### src/rtl/burst_sum_accumulator.sv
// burst_sum_accumulator
//   Folds a burst of BURST_LEN operands, received over a valid/ready stream,
//   into a running sum through an internal ripple_carry_adder (carryin = 0).
//   Tracks a sticky carry-out overflow flag and presents the final sum on a
//   held valid/ready output handshake.
//
//   Optional build macro: ACC_SATURATE_EN
//     defined   -> on any carry-out (or once overflow is set) the sum clamps
//                  to all ones.
//     undefined -> the sum wraps modulo 2^NUMBITS; overflow still records carry.
//
// Ports
//   clk          in   clock, rising edge
//   reset        in   asynchronous, active-low reset
//   start        in   begins a burst (honoured only in IDLE)
//   in_valid     in   operand valid
//   in_ready     out  operand accepted this cycle (ACCUM)
//   in_data      in   operand [NUMBITS]
//   out_valid    out  final sum available (DONE)
//   out_ready    in   consumer accepts the sum
//   out_sum      out  accumulated sum [NUMBITS]
//   out_overflow out  sticky carry-out flag
//   out_count    out  operands accepted in current/last burst [CNTW]
//   busy         out  state is not IDLE

module ripple_carry_adder #(
  parameter int NUMBITS = 32
) (
  input  logic [NUMBITS-1:0] a,
  input  logic [NUMBITS-1:0] b,
  input  logic               carryin,
  output logic [NUMBITS-1:0] sum,
  output logic               carryout
);

  logic [NUMBITS:0] carry;

  assign carry[0] = carryin;

  for (genvar i = 0; i < NUMBITS; i++) begin : g_fa
    assign sum[i]       = a[i] ^ b[i] ^ carry[i];
    assign carry[i + 1] = (a[i] & b[i]) | (carry[i] & (a[i] ^ b[i]));
  end

  assign carryout = carry[NUMBITS];

endmodule

module burst_sum_accumulator #(
  parameter  int NUMBITS   = 32,
  parameter  int BURST_LEN = 8,
  localparam int CNTW      = $clog2(BURST_LEN + 1)
) (
  input  logic               clk,
  input  logic               reset,
  input  logic               start,
  input  logic               in_valid,
  output logic               in_ready,
  input  logic [NUMBITS-1:0] in_data,
  output logic               out_valid,
  input  logic               out_ready,
  output logic [NUMBITS-1:0] out_sum,
  output logic               out_overflow,
  output logic [CNTW-1:0]    out_count,
  output logic               busy
);

  typedef enum logic [1:0] {
    IDLE  = 2'd0,
    ACCUM = 2'd1,
    DONE  = 2'd2
  } state_e;

  localparam logic [CNTW-1:0] LAST_BEAT = CNTW'(BURST_LEN - 1);

  state_e             state_q;
  logic               in_ready_q;
  logic               out_valid_q;
  logic               busy_q;

  logic [NUMBITS-1:0] acc_q, acc_d;
  logic [CNTW-1:0]    cnt_q, cnt_d;
  logic               ovf_q, ovf_d;

  logic [NUMBITS-1:0] add_sum;
  logic               add_co;
  logic               beat;

  ripple_carry_adder #(
    .NUMBITS (NUMBITS)
  ) u_adder (
    .a        (acc_q),
    .b        (in_data),
    .carryin  (1'b0),
    .sum      (add_sum),
    .carryout (add_co)
  );

  // in_ready_q is high exactly in ACCUM, so this is the accepted-operand strobe.
  assign beat = in_valid && in_ready_q;

  always_comb begin
    acc_d = acc_q;
    cnt_d = cnt_q;
    ovf_d = ovf_q;
    case (state_q)
      IDLE: begin
        if (start) begin
          acc_d = '0;
          cnt_d = '0;
          ovf_d = 1'b0;
        end
      end
      ACCUM: begin
        if (beat) begin
          ovf_d = ovf_q | add_co;
          cnt_d = cnt_q + CNTW'(1);
`ifdef ACC_SATURATE_EN
          // Once any add has overflowed the sum stays clamped for the burst.
          acc_d = (add_co || ovf_q) ? '1 : add_sum;
`else
          acc_d = add_sum;
`endif
        end
      end
      default: ;
    endcase
  end

  // State and handshake flags live in one register block; the flags are
  // registered alongside the state so outputs never see an input path.
  always_ff @(posedge clk or negedge reset) begin
    if (!reset) begin
      state_q     <= IDLE;
      in_ready_q  <= 1'b0;
      out_valid_q <= 1'b0;
      busy_q      <= 1'b0;
      acc_q       <= '0;
      cnt_q       <= '0;
      ovf_q       <= 1'b0;
    end else begin
      acc_q <= acc_d;
      cnt_q <= cnt_d;
      ovf_q <= ovf_d;
      case (state_q)
        IDLE: begin
          if (start) begin
            state_q     <= ACCUM;
            in_ready_q  <= 1'b1;
            out_valid_q <= 1'b0;
            busy_q      <= 1'b1;
          end
        end
        ACCUM: begin
          if (beat && (cnt_q == LAST_BEAT)) begin
            state_q     <= DONE;
            in_ready_q  <= 1'b0;
            out_valid_q <= 1'b1;
            busy_q      <= 1'b1;
          end
        end
        DONE: begin
          if (out_ready) begin
            state_q     <= IDLE;
            in_ready_q  <= 1'b0;
            out_valid_q <= 1'b0;
            busy_q      <= 1'b0;
          end
        end
        default: begin
          state_q     <= IDLE;
          in_ready_q  <= 1'b0;
          out_valid_q <= 1'b0;
          busy_q      <= 1'b0;
        end
      endcase
    end
  end

  assign in_ready     = in_ready_q;
  assign out_valid    = out_valid_q;
  assign busy         = busy_q;
  assign out_sum      = acc_q;
  assign out_overflow = ovf_q;
  assign out_count    = cnt_q;

endmodule

### config.mk
export PLATFORM = sky130hd
export DESIGN_NAME = burst_sum_accumulator
export DESIGN_NICKNAME = d
export VERILOG_FILES = /design/src/rtl/burst_sum_accumulator.sv
export SDC_FILE = /design/constraint.sdc
export NUM_CORES = 1
export LEC_CHECK = 0
export ABC_AREA = 1
export CORE_MARGIN = 4
export CORE_UTILIZATION = 50
export CTS_CLUSTER_SIZE = 40
export DETAILED_ROUTE_END_ITERATION = 6
export PLACE_DENSITY = 0.93
export SETUP_SLACK_MARGIN = 0.3
export SLEW_MARGIN = 0
export SYNTH_ARGS = -nofsm -noshare
export SYNTH_HDL_FRONTEND = slang
export SYNTH_SLANG_ARGS = --single-unit
### constraint.sdc
create_clock -name clk -period 30.4 [get_ports clk]
set_input_delay 6.08 -clock clk [delete_from_list [all_inputs] [get_ports clk]]
set_output_delay 6.08 -clock clk [all_outputs]
set_load 0.01 [all_outputs]
==> impl_table.tex <==
\begin{tabular}{lr}
\hline
Metric & Value \\
\hline
\multicolumn{2}{l}{\textbf{Worst setup path}} \\
Slowest-stage cell, CP & sky130\_fd\_sc\_hd\_\_clkdlybuf4s50\_1 \\
Critical path class & primary input to register \\
Largest fanout of any net on the critical path & 1 \\
Worst setup SP type & primary input \\
Arrival @ worst endpoint & 18830 ps \\
Largest delay contributor family on the critical path & adder cells \\
Data required time at the worst endpoint & 30580 ps \\
Buf+Inv Stages, Crit Path & 3 \\
Delay of the slowest cell on the worst path & 490 ps \\
Most frequent cell on the critical path & sky130\_fd\_sc\_hd\_\_fa\_1 \\
Endpoint class of the critical path & register \\
\multicolumn{2}{l}{\textbf{Yosys}} \\
Dominant register cell in the synthesized netlist & sky130\_fd\_sc\_hd\_\_dfrtp\_1 \\
Portion of netlist area occupied by mux cells & 0\% \\
Combinational family with the most area after synthesis & adder cells \\
Main area contributors after synthesis & sky130\_fd\_sc\_hd\_\_dfrtp\_1 (40\%), sky130\_fd\_sc\_hd\_\_fa\_1 (25\%), sky130\_fd\_sc\_hd\_\_inv\_1 (9.5\%) \\
Post-synthesis share of cell area spent on full adders, half adders and majority gates & 25.8\% \\
Top-count cell post-synth & sky130\_fd\_sc\_hd\_\_inv\_1 \\
Synthesized area per cell & 10.3 sq um \\
XOR/XNOR Fraction of Synth Area & 0\% \\
Gate Count Post-Synth & 242 \\
Most area-hungry cell type in the Yosys netlist & sky130\_fd\_sc\_hd\_\_dfrtp\_1 \\
Leading post-synthesis cells by instance count & sky130\_fd\_sc\_hd\_\_inv\_1 (63), sky130\_fd\_sc\_hd\_\_dfrtp\_1 (40), sky130\_fd\_sc\_hd\_\_nand2\_1 (38) \\
Share of flip-flops with an asynchronous set or reset after synthesis & 100\% \\
Synthesized-area fraction occupied by and/or/nand/nor cells & 11.8\% \\
Sequential share of the synthesized area & 40.0\% \\
Count of unique library cells instantiated by Yosys & 22 \\
Net count after synthesis & 312 \\
Compound-Gate Fraction of Synth Area & 9.16\% \\
Post-synthesis register bit count & 40 \\
Synthesized area & 2500 sq um \\
Top-area cell type share of the netlist area & 40.0\% \\
Count of flip-flops with a built-in enable after synthesis & 0 \\
Synth warnings & 0 \\
\multicolumn{2}{l}{\textbf{Layout}} \\
Final standard cell count with taps included and fillers excluded & 386 \\
Antenna Cells & 0 \\
Net total in the final layout & 388 \\
Final instance area & 3350 sq um \\
Layout cells sized above 1 & 7.84\% \\
Final core area utilization & 70.0\% \\
Post-synthesis to final-layout area growth & 34.0\% \\
\multicolumn{2}{l}{\textbf{Place}} \\
DP Wirelength & 4040 um \\
Cells after DPL & 378 \\
Port buffer count & 76 \\
Placer congestion estimate & 0.718 \\
Place WS & 11410 ps \\
Placement-stage cell area & 3260 sq um \\
\multicolumn{2}{l}{\textbf{STA}} \\
Number of max-slew violations in the final report & 0 \\
Portion of the clock cycle consumed by the worst path in the final layout & 61.4\% \\
Clock Skews & 5.97 ps \\
RSZ-0062 raised after global routing & false \\
Hold violation total from the final report & 0 \\
Final critical delay including setup and external delays & 18650 ps \\
Minimum setup slack in the final design & 11750 ps \\
Sum Neg Setup Slack & 0 ps \\
Slew of the pin with the lowest slew margin & 900 ps \\
Hold slack final & 487 ps \\
Worst slew slack as a fraction of its limit & 40.0\% \\
Final setup violation count & 0 \\
Achievable frequency & 53.6 MHz \\
\multicolumn{2}{l}{\textbf{Global route}} \\
Global router's overall resource usage & 18.7\% \\
Wire length of the first global-routing pass & 8940 um \\
Remaining Overflow, GRT & 0 \\
Antenna violations before repair & 0 \\
Pin count of the biggest net entering global routing & 43 \\
Number of global-route vias before repair & 1932 \\
\multicolumn{2}{l}{\textbf{Floorplanning}} \\
Die area & 6200 sq um \\
Core ar. & 4790 sq um \\
Site row count & 25 \\
Horizontal die dimension & 78.7 um \\
I/O pin cnt & 77 \\
Die Y-Extent & 78.7 um \\
Starting density of the core & 52.2\% \\
\multicolumn{2}{l}{\textbf{Pwr}} \\
Cell Pwr Density & 85.3 nW/um\^{}2 \\
Leak Pwr & 1.53 nW \\
Max VDD drop & 0.0497 mV \\
Overall Power & 0.286 mW \\
\multicolumn{2}{l}{\textbf{Drt}} \\
Number of design rule violations left after detail routing & 0 \\
Average wire per cell in the routed design & 13.5 um \\
Remaining number of nets flagged by the antenna check after routing & 0 \\
Number of DRC violations after detailed-routing iteration 0 & 70 \\
Total iterations of the first detailed-routing run & 4 \\
Total number of vias & 1836 \\
Avg Vias per Cell & 4.76 \\
Final WL & 5210 um \\
\multicolumn{2}{l}{\textbf{Clocking}} \\
Clock buffer count from CTS & 5 \\
Clk buf depth & 2 \\
Post-CTS setup buffer count & 0 \\
Quantity of gates resized following cts & 0 \\
TritonCTS Sinks & 40 \\
Clock latency reported for the late side of the worst-skew pair & 290 ps \\
Master cell of the clock root buffer & sky130\_fd\_sc\_hd\_\_clkbuf\_8 \\
Hold Buf Count CTS & 0 \\
CTS clk-pin slew, worst paths & 70 ps \\
TritonCTS clock tree & done \\
H-tree depth reported by CTS & 2 \\
\multicolumn{2}{l}{\textbf{Status}} \\
Status & complete, no violations \\
\multicolumn{2}{l}{\textbf{Run}} \\
Max capacitance violation total & 0 \\
\multicolumn{2}{l}{\textbf{Min path}} \\
Type of the worst min-delay path & register to register \\
\hline
\end{tabular}
## cells in the final DEF (no fill, tap or decap), types with 2 or more instances in the layout
cell,n
sky130_fd_sc_hd__clkdlybuf4s50_1,75
sky130_fd_sc_hd__nand3_1,7
sky130_fd_sc_hd__o21ai_0,2
sky130_fd_sc_hd__inv_2,2
sky130_fd_sc_hd__inv_1,63
sky130_fd_sc_hd__nor2_1,14
sky130_fd_sc_hd__o22ai_1,18
sky130_fd_sc_hd__fa_1,31
sky130_fd_sc_hd__dfrtp_1,40
sky130_fd_sc_hd__nand2_1,38
sky130_fd_sc_hd__o21ai_2,11
sky130_fd_sc_hd__ha_1,2
sky130_fd_sc_hd__nand3_4,2
sky130_fd_sc_hd__clkbuf_1,2
sky130_fd_sc_hd__clkbuf_8,6
## area by class of cell
class / count / area [sq um]
clock buffer: 8 / 90.1
multi-input combinational: 129 / 1170
timing repair buffer: 76 / 756
tap: 67 / 83.8
fill: 382 / 1440
sequential: 40 / 1000
inverter: 66 / 250
## path summary, 6_finish.rpt
kind	to	startpoint	depth (start not counted)	slack (ps)
setup / recovery	out_sum[31]	in_data[0]	37	11750
hold / removal	busy	busy	2	490
setup reg to reg	out_sum[31]	out_sum[0]	36	17630
hold reg to reg	busy	busy	2	490
max in group asynchronous	out_sum[10]	reset	1	23920
min in group asynchronous	out_count[1]	reset	1	5910
## worst reg2reg max path: cells and delay by family, from the launching register on
family	cells	cell delay [ps]
AND/OR/NAND/NOR	2	140
adder cells (fa/ha/maj)	32	11990
buffers and inverters	2	140
flip-flops	1	390
## power breakdown
part	switching (mW)	total [mW]	internal, mW
sequential	0.0137	0.0870	0.0733
clock	0.0181	0.0366	0.0185
combinational	0.0857	0.162	0.0763
total	0.118	0.286	0.168
## kinds of logic after synthesis
kind of cell / Yosys count
buffers and inverters: 73
AND/OR/NAND/NOR: 63
flip-flops: 40
AO/OA/AOI/OAI: 33
adder cells (fa/ha/maj): 33
## metal layers
metal	GRT usage, %	vias up	wire (um)
met2	31.9	55	2670
li1	-	879	-
met1	24.1	895	2180
met3	3.63	7	282
met4	5.77	0	74
met5	0	-	0
## sequential cells by signal, summed over array words and instances, names as in the netlist
signal and cells:
out_overflow 1, busy 1, state_q 1, in_ready 1, out_sum 32, out_count 4
No activity file was read; power rests on OpenSTA's default activity.
